--- config.mk ---
export PLATFORM = sky130hd
export DESIGN_NAME = ex_lsu
export DESIGN_NICKNAME = d
export VERILOG_FILES = /design/src/rtl/Exception_Pkg.sv /design/src/rtl/RV32I_Inst_Pkg.sv /design/src/rtl/lsu_lane_align.sv /design/src/rtl/ex_lsu.sv
export SDC_FILE = /design/constraint.sdc
export NUM_CORES = 1
export LEC_CHECK = 0
export BUFFER_PORTS_ARGS = -buffer_cell sky130_fd_sc_hd__buf_2
export CAP_MARGIN = 20
export CELL_PAD_IN_SITES_DETAIL_PLACEMENT = 1
export CELL_PAD_IN_SITES_GLOBAL_PLACEMENT = 1
export CORE_MARGIN = 2
export CORE_UTILIZATION = 36
export CTS_CLUSTER_SIZE = 24
export DETAILED_ROUTE_END_ITERATION = 12
export PLACE_DENSITY_LB_ADDON = 0.1
export SETUP_SLACK_MARGIN = 0.4
export SYNTH_ARGS = -nofsm -noshare
export SYNTH_HDL_FRONTEND = slang
export SYNTH_SLANG_ARGS = --single-unit
--- constraint.sdc ---
create_clock -name clk -period 5.7 [get_ports clk]
set_clock_uncertainty 0.2 [all_clocks]
set_input_delay 0.285 -clock clk [delete_from_list [all_inputs] [get_ports clk]]
set_output_delay 0.285 -clock clk [all_outputs]
set_load 0.05 [all_outputs]
--- src/rtl/Exception_Pkg.sv ---
// Exception cause codes raised by EX-stage units.
// Encoding follows the RISC-V mcause numbering.
package Exception_Pkg;

  localparam logic [3:0] CAUSE_LOAD_MISALIGNED  = 4'd4;
  localparam logic [3:0] CAUSE_LOAD_FAULT       = 4'd5;
  localparam logic [3:0] CAUSE_STORE_MISALIGNED = 4'd6;
  localparam logic [3:0] CAUSE_STORE_FAULT      = 4'd7;

endpackage

--- src/rtl/RV32I_Inst_Pkg.sv ---
// RV32I load/store funct3 encodings and access-width helper.
// Shared by the EX-stage load/store path.
package RV32I_Inst_Pkg;

  localparam logic [2:0] F3_B  = 3'b000;
  localparam logic [2:0] F3_H  = 3'b001;
  localparam logic [2:0] F3_W  = 3'b010;
  localparam logic [2:0] F3_BU = 3'b100;
  localparam logic [2:0] F3_HU = 3'b101;

  typedef enum logic [1:0] {
    WID_B,
    WID_H,
    WID_W
  } mem_width_e;

  // Unused encodings (3,6,7) fall through to word width.
  function automatic mem_width_e f3_width(input logic [2:0] f3);
    unique case (f3[1:0])
      F3_B[1:0]: return WID_B;
      F3_H[1:0]: return WID_H;
      default:   return WID_W;
    endcase
  endfunction

endpackage

--- src/rtl/lsu_lane_align.sv ---
// Byte-lane steering for stores, extract/extend for loads,
// and alignment check. Purely combinational.
module lsu_lane_align
  import RV32I_Inst_Pkg::*;
(
  input  logic [2:0]  i_funct3,
  input  logic [1:0]  i_off,
  input  logic [31:0] i_sdata,
  output logic [3:0]  o_be,
  output logic [31:0] o_wdata,
  output logic        o_misaligned,
  input  logic [2:0]  i_ld_funct3,
  input  logic [1:0]  i_ld_off,
  input  logic [31:0] i_rdata,
  output logic [31:0] o_ld_data
);

  logic [7:0]  w_byte;
  logic [15:0] w_half;
  logic        w_uns;

  always_comb begin
    o_be         = 4'b1111;
    o_wdata      = i_sdata;
    o_misaligned = 1'b0;
    unique case (f3_width(i_funct3))
      WID_B: begin
        o_be    = 4'b0001 << i_off;
        o_wdata = {4{i_sdata[7:0]}};
      end
      WID_H: begin
        o_be         = i_off[1] ? 4'b1100 : 4'b0011;
        o_wdata      = {2{i_sdata[15:0]}};
        o_misaligned = i_off[0];
      end
      default: begin
        o_misaligned = |i_off;
      end
    endcase
  end

  assign w_byte = i_rdata[{i_ld_off, 3'b000} +: 8];
  assign w_half = i_ld_off[1] ? i_rdata[31:16] : i_rdata[15:0];
  assign w_uns  = i_ld_funct3[2];

  always_comb begin
    o_ld_data = i_rdata;
    unique case (f3_width(i_ld_funct3))
      WID_B:   o_ld_data = {{24{w_byte[7] & ~w_uns}}, w_byte};
      WID_H:   o_ld_data = {{16{w_half[15] & ~w_uns}}, w_half};
      default: o_ld_data = i_rdata;
    endcase
  end

endmodule

--- src/rtl/ex_lsu.sv ---
// EX-stage load/store unit: one 32-bit bus transaction per
// memory instruction, stalling the pipeline until it completes.
module ex_lsu
  import RV32I_Inst_Pkg::*;
  import Exception_Pkg::*;
#(
  parameter int TIMEOUT_CYCLES = 255
) (
  input  logic        clk,
  input  logic        rst_sync,
  input  logic        flush,
  input  logic        stall_n,
  input  logic        ram_load_access_id_ex,
  input  logic        ram_store_access_id_ex,
  input  logic [31:0] ram_load_addr_id_ex,
  input  logic [31:0] ram_store_addr_id_ex,
  input  logic [31:0] ram_store_data_id_ex,
  input  logic [31:0] instruction_id_ex,
  output logic        bus_req,
  output logic        bus_we,
  output logic [31:0] bus_addr,
  output logic [3:0]  bus_be,
  output logic [31:0] bus_wdata,
  input  logic        bus_gnt,
  input  logic        bus_rvalid,
  input  logic [31:0] bus_rdata,
  input  logic        bus_err,
  output logic        stall_req,
  output logic [31:0] mem_rd_data_ex,
  output logic        mem_rd_valid_ex,
  output logic        exception_lsu_raise,
  output logic [3:0]  exception_lsu_cause,
  output logic [31:0] exception_lsu_tval
);

  localparam int CW = $clog2(TIMEOUT_CYCLES + 1);

  typedef enum logic [2:0] {
    S_IDLE,
    S_REQ,
    S_RESP,
    S_DONE,
    S_FAULT,
    S_DRAIN
  } lsu_state_e;

  lsu_state_e r_state, w_next;

  logic [CW-1:0] r_cnt;
  logic          r_load;
  logic [2:0]    r_f3;
  logic [31:0]   r_addr;
  logic [3:0]    r_be;
  logic [31:0]   r_wdata;
  logic [31:0]   r_rdata;
  logic [3:0]    r_cause;
  logic [31:0]   r_tval;

  logic        w_load;
  logic        w_access;
  logic        w_idle;
  logic [31:0] w_addr;
  logic [3:0]  w_be;
  logic [31:0] w_wdata;
  logic        w_mis;
  logic [31:0] w_ld_data;
  logic        w_tmo;
  logic        w_fault;
  logic [3:0]  w_cause;
  logic        w_rd_latch;
  logic        w_unused;

  assign w_load   = ram_load_access_id_ex;
  assign w_access = ram_load_access_id_ex | ram_store_access_id_ex;
  assign w_addr   = w_load ? ram_load_addr_id_ex : ram_store_addr_id_ex;
  assign w_idle   = (r_state == S_IDLE);
  assign w_tmo    = (r_cnt == CW'(TIMEOUT_CYCLES - 1));
  assign w_unused = ^{instruction_id_ex[31:15], instruction_id_ex[11:0]};

  lsu_lane_align u_align (
    .i_funct3     (instruction_id_ex[14:12]),
    .i_off        (w_addr[1:0]),
    .i_sdata      (ram_store_data_id_ex),
    .o_be         (w_be),
    .o_wdata      (w_wdata),
    .o_misaligned (w_mis),
    .i_ld_funct3  (r_f3),
    .i_ld_off     (r_addr[1:0]),
    .i_rdata      (bus_rdata),
    .o_ld_data    (w_ld_data)
  );

  // First request cycle drives straight from ID->EX; later ones replay the latch.
  assign bus_we    = w_idle ? ~w_load : ~r_load;
  assign bus_addr  = w_idle ? {w_addr[31:2], 2'b00} : {r_addr[31:2], 2'b00};
  assign bus_be    = w_idle ? w_be : r_be;
  assign bus_wdata = w_idle ? w_wdata : r_wdata;

  always_comb begin
    w_next     = r_state;
    bus_req    = 1'b0;
    stall_req  = 1'b0;
    w_fault    = 1'b0;
    w_cause    = CAUSE_LOAD_FAULT;
    w_rd_latch = 1'b0;
    unique case (r_state)
      S_IDLE: begin
        if (w_access && !flush) begin
          stall_req = 1'b1;
          if (w_mis) begin
            w_next  = S_FAULT;
            w_fault = 1'b1;
            w_cause = w_load ? CAUSE_LOAD_MISALIGNED
                             : CAUSE_STORE_MISALIGNED;
          end else begin
            bus_req = 1'b1;
            if (!bus_gnt) begin
              w_next = S_REQ;
            end else if (w_load) begin
              w_next = S_RESP;
            end else if (bus_err) begin
              w_next  = S_FAULT;
              w_fault = 1'b1;
              w_cause = CAUSE_STORE_FAULT;
            end else begin
              w_next = S_DONE;
            end
          end
        end
      end
      S_REQ: begin
        bus_req   = 1'b1;
        stall_req = 1'b1;
        if (flush) begin
          w_next = (bus_gnt && r_load) ? S_DRAIN : S_IDLE;
        end else if (bus_gnt) begin
          if (r_load) begin
            w_next = S_RESP;
          end else if (bus_err) begin
            w_next  = S_FAULT;
            w_fault = 1'b1;
            w_cause = CAUSE_STORE_FAULT;
          end else begin
            w_next = S_DONE;
          end
        end else if (w_tmo) begin
          w_next  = S_FAULT;
          w_fault = 1'b1;
          w_cause = r_load ? CAUSE_LOAD_FAULT : CAUSE_STORE_FAULT;
        end
      end
      S_RESP: begin
        stall_req = 1'b1;
        if (flush) begin
          w_next = bus_rvalid ? S_IDLE : S_DRAIN;
        end else if (bus_rvalid) begin
          if (bus_err) begin
            w_next  = S_FAULT;
            w_fault = 1'b1;
          end else begin
            w_next     = S_DONE;
            w_rd_latch = 1'b1;
          end
        end else if (w_tmo) begin
          w_next  = S_FAULT;
          w_fault = 1'b1;
        end
      end
      S_DONE, S_FAULT: begin
        if (flush || stall_n) w_next = S_IDLE;
      end
      S_DRAIN: begin
        stall_req = 1'b1;
        if (bus_rvalid) w_next = S_IDLE;
      end
      default: w_next = S_IDLE;
    endcase
  end

  always_ff @(posedge clk) begin
    if (rst_sync) begin
      r_state <= S_IDLE;
      r_cnt   <= '0;
      r_load  <= 1'b0;
      r_f3    <= '0;
      r_addr  <= '0;
      r_be    <= '0;
      r_wdata <= '0;
      r_rdata <= '0;
      r_cause <= '0;
      r_tval  <= '0;
    end else begin
      r_state <= w_next;
      if (r_state == S_REQ || r_state == S_RESP) r_cnt <= r_cnt + 1'b1;
      else r_cnt <= '0;
      if (w_idle) begin
        r_load  <= w_load;
        r_f3    <= instruction_id_ex[14:12];
        r_addr  <= w_addr;
        r_be    <= w_be;
        r_wdata <= w_wdata;
      end
      if (w_next == S_IDLE) begin
        r_rdata <= '0;
        r_cause <= '0;
        r_tval  <= '0;
      end else begin
        if (w_rd_latch) r_rdata <= w_ld_data;
        if (w_fault) begin
          r_cause <= w_cause;
          r_tval  <= w_idle ? w_addr : r_addr;
        end
      end
    end
  end

  assign mem_rd_data_ex      = r_rdata;
  assign mem_rd_valid_ex     = (r_state == S_DONE) && r_load;
  assign exception_lsu_raise = (r_state == S_FAULT);
  assign exception_lsu_cause = r_cause;
  assign exception_lsu_tval  = r_tval;

endmodule

==> reports/metrics.cfg <==
[timing]
tightest_slew_ns=0.965
max_freq_mhz=286
fin_ws_ns=2.20
tns_ns=0
rsz0062_at_grt=no
finalCritPeriodShare_pct=61.3
drv_slew=0
hold_viol=0
finalSetupViolCount=0
slew_headroom_pct=35.5
fin_crit_ns=3.50

[final_layout]
utilization_pct=48.8
synthToLayoutAreaGrowth_pct=33.9
layout.cells.most_common=buf_2
final_cell_mix=buf_2 (277), nand2_1 (155), dfxtp_1 (150), mux2i_1 (90), nor2_1 (79)
drive_gt1_share_pct=30.2
fin_area_um2=9470
nets=1289

[cts]
cts_made_buffers=17
clk_path_buf_depth=2
h-tree-depth=4
cts_tree=yes
post_cts_buffers=0
clock-sinks=150
cts-root-buf=clkbuf_16
clk_pin_slew_worst_paths_ns=0.06
clk_latency_ns=0.41

[power_and_ir_drop]
clockPowerShare_pct=36.0
combPwrFrac_pct=29.1
pwr-share-seq_pct=34.9
swShare_pct=36.5
netSwitchingPower_uw=1210
p_int_uw=2100
leakage_uw=0.00416
power_density_nw_per_um2=349
ir_drop_mv=0.197

[setup_path]
endpoint_kind=output pin
path_class=reg -> out
arrival_ns=3.01
startpoint=r_state[0]
worst_setup_path_start_kind=flop
worstPathRequired_ns=5.22
r2r-start=r_state[1]
critical_path_peak_fanout=95
reg2reg_slack_ns=2.61

[logic_synthesis]
synthDistinctLibCells=52
yosysSeqAreaShare_pct=42.5
async_flop_share_pct=0
ys_warn_count=0
synth-edff-count=0
ys_ff_latch=150
syn-cell-area_um2=7070
syn_area_per_cell_um2=8.30
ys.flop_type=dfxtp_1
syn_inst=852

[global_routing]
grt_max_degree=96
grt_pass1_wl_mm=36.3
globalRouteTotalUtil_pct=22.0
overflow=0
antenna_found_initial=4
grt_pass1_vias=6991

[floorplanning]
core_area_um2=19400
die_w_um=144
dieArea_um2=20800
boundaryPins=310
row_count=51
die_height_um=144
initial_core_util_pct=36.5

[detailed_routing]
drt_iter0_markers=254
num_vias=6950
first_pass_iters=5
viasPerCell=4.97
wl_per_cell_um=16.4
ant_nets=0
wl_mm=22.9
drcViolationCount=0

[place]
place_area_um2=8590
dpl_worst_slack_ns=2.49
hpwlAfterDp_mm=16.3
portBuffers=277
gp_congestion=0.796

[run_status]
status=complete, no violations

[worst_hold_path]
hold_path.class=in -> reg
min_from=bus_rdata[9]

[flow_run]
max-cap-violations=0

## cell type report
cell class / count / area, um^2
fill: 2439 / 9930
clock buffer: 19 / 453
clock inverter: 13 / 170
sequential: 150 / 3000
multi-input combinational: 632 / 3780
inverter: 6 / 22.5
tap: 265 / 332
antenna: 2 / 5.00
timing repair buffer: 311 / 1700
## Yosys cell counts, drive strengths merged (2+ instances only)
library cell  count  area share, %
nand2b            8           0.71
xor2              3           0.37
nor2             79            4.2
ha                2           0.35
o211ai            3           0.32
a31oi             2           0.18
or2               4           0.35
o2111ai           2           0.25
or3               4           0.35
a41oi             2           0.35
nand3            12           0.85
buf              24            2.0
a21oi            48            3.4
mux2i            90             13
dfxtp           150             42
nor2b            62            5.5
o21bai            2           0.21
a211oi           27            2.9
a222oi            6           0.85
o31ai             3           0.32
o32ai             2           0.25
nor3b             2           0.28
nand2           155            8.2
o21ai            70            5.0
clkbuf           42            2.2
o22ai             7           0.62
and2              2           0.18
nor4b             2           0.25
mux2              8            1.3
xnor2             3           0.37
nor3              7           0.64
inv               6           0.32
## through the flow
step,std cells,power [uW],hold WS [ns]
2_1_floorplan,854,1880,0.221
3_3_place_gp,1339,2130,0.238
3_5_place_dp,1339,2130,0.248
4_1_cts,1396,3350,0.0142
5_1_grt,1398,3470,0.0519
6_report,1398,3310,0.0356
## flip-flops by register name, indices dropped and copies added (netlist names)
register             cells
r_f3                     3
r_wdata                 32
r_load                   1
r_be                     4
r_state                  3
r_addr                  32
exception_lsu_cause      3
r_cnt                    8
exception_lsu_tval      32
mem_rd_data_ex          32
## path summary, 6_finish.rpt
kind,endpoint,cells past startpoint
worst min register to register,mem_rd_data_ex[11],2
worst min-delay path,mem_rd_data_ex[9],3
worst max register to register,exception_lsu_tval[4],7
worst max-delay path,bus_addr[27],4
## critical path: stages (launching register included)
cell,delay (ns)
dfxtp_1,0.67
or3_4,0.44
buf_4,0.76
o21ai_0,0.38
buf_2,0.31
## power by group through the flow
stage / sequential, uW / clock, uW / combinational [uW]
2_1_floorplan: 1200 / 0 / 685
5_1_grt: 1160 / 1270 / 1030
6_report: 1160 / 1190 / 961
3_3_place_gp: 1180 / 0 / 951
3_5_place_dp: 1180 / 0 / 955
4_1_cts: 1160 / 1220 / 973
## metal layers
| layer | up-vias | GRT usage (%) | routed length [um] |
|---|---|---|---|
| met1 | 3321 | 26.1 | 9740 |
| met3 | 17 | 7.28 | 1540 |
| met2 | 159 | 38.8 | 11400 |
| li1 | 3451 | - | - |
| met4 | 2 | 5.06 | 206 |
| met5 | - | 0 | 13 |
## kinds of logic (layout without fill, tap and decap cells)
group,after synthesis,after routing,share of synthesized area (%)
other,1,5,0.0530
buffers and inverters,72,349,4.55
and+or+nand+nor,341,341,22.0
xor gates and xnor gates,6,6,0.743
DFF,150,150,42.5
AOI/OAI and AO/OA,181,181,15.6
adders and majority gates,2,2,0.354
muxes,99,99,14.3
## repair_timing
| action | in CTS | in global routing |
|---|---|---|
| endpoints found under the hold margin | 25 | 0 |
| hold buffers | 25 | 0 |
| resized for setup | 0 | 0 |
(Power assumes the default switching activity.)
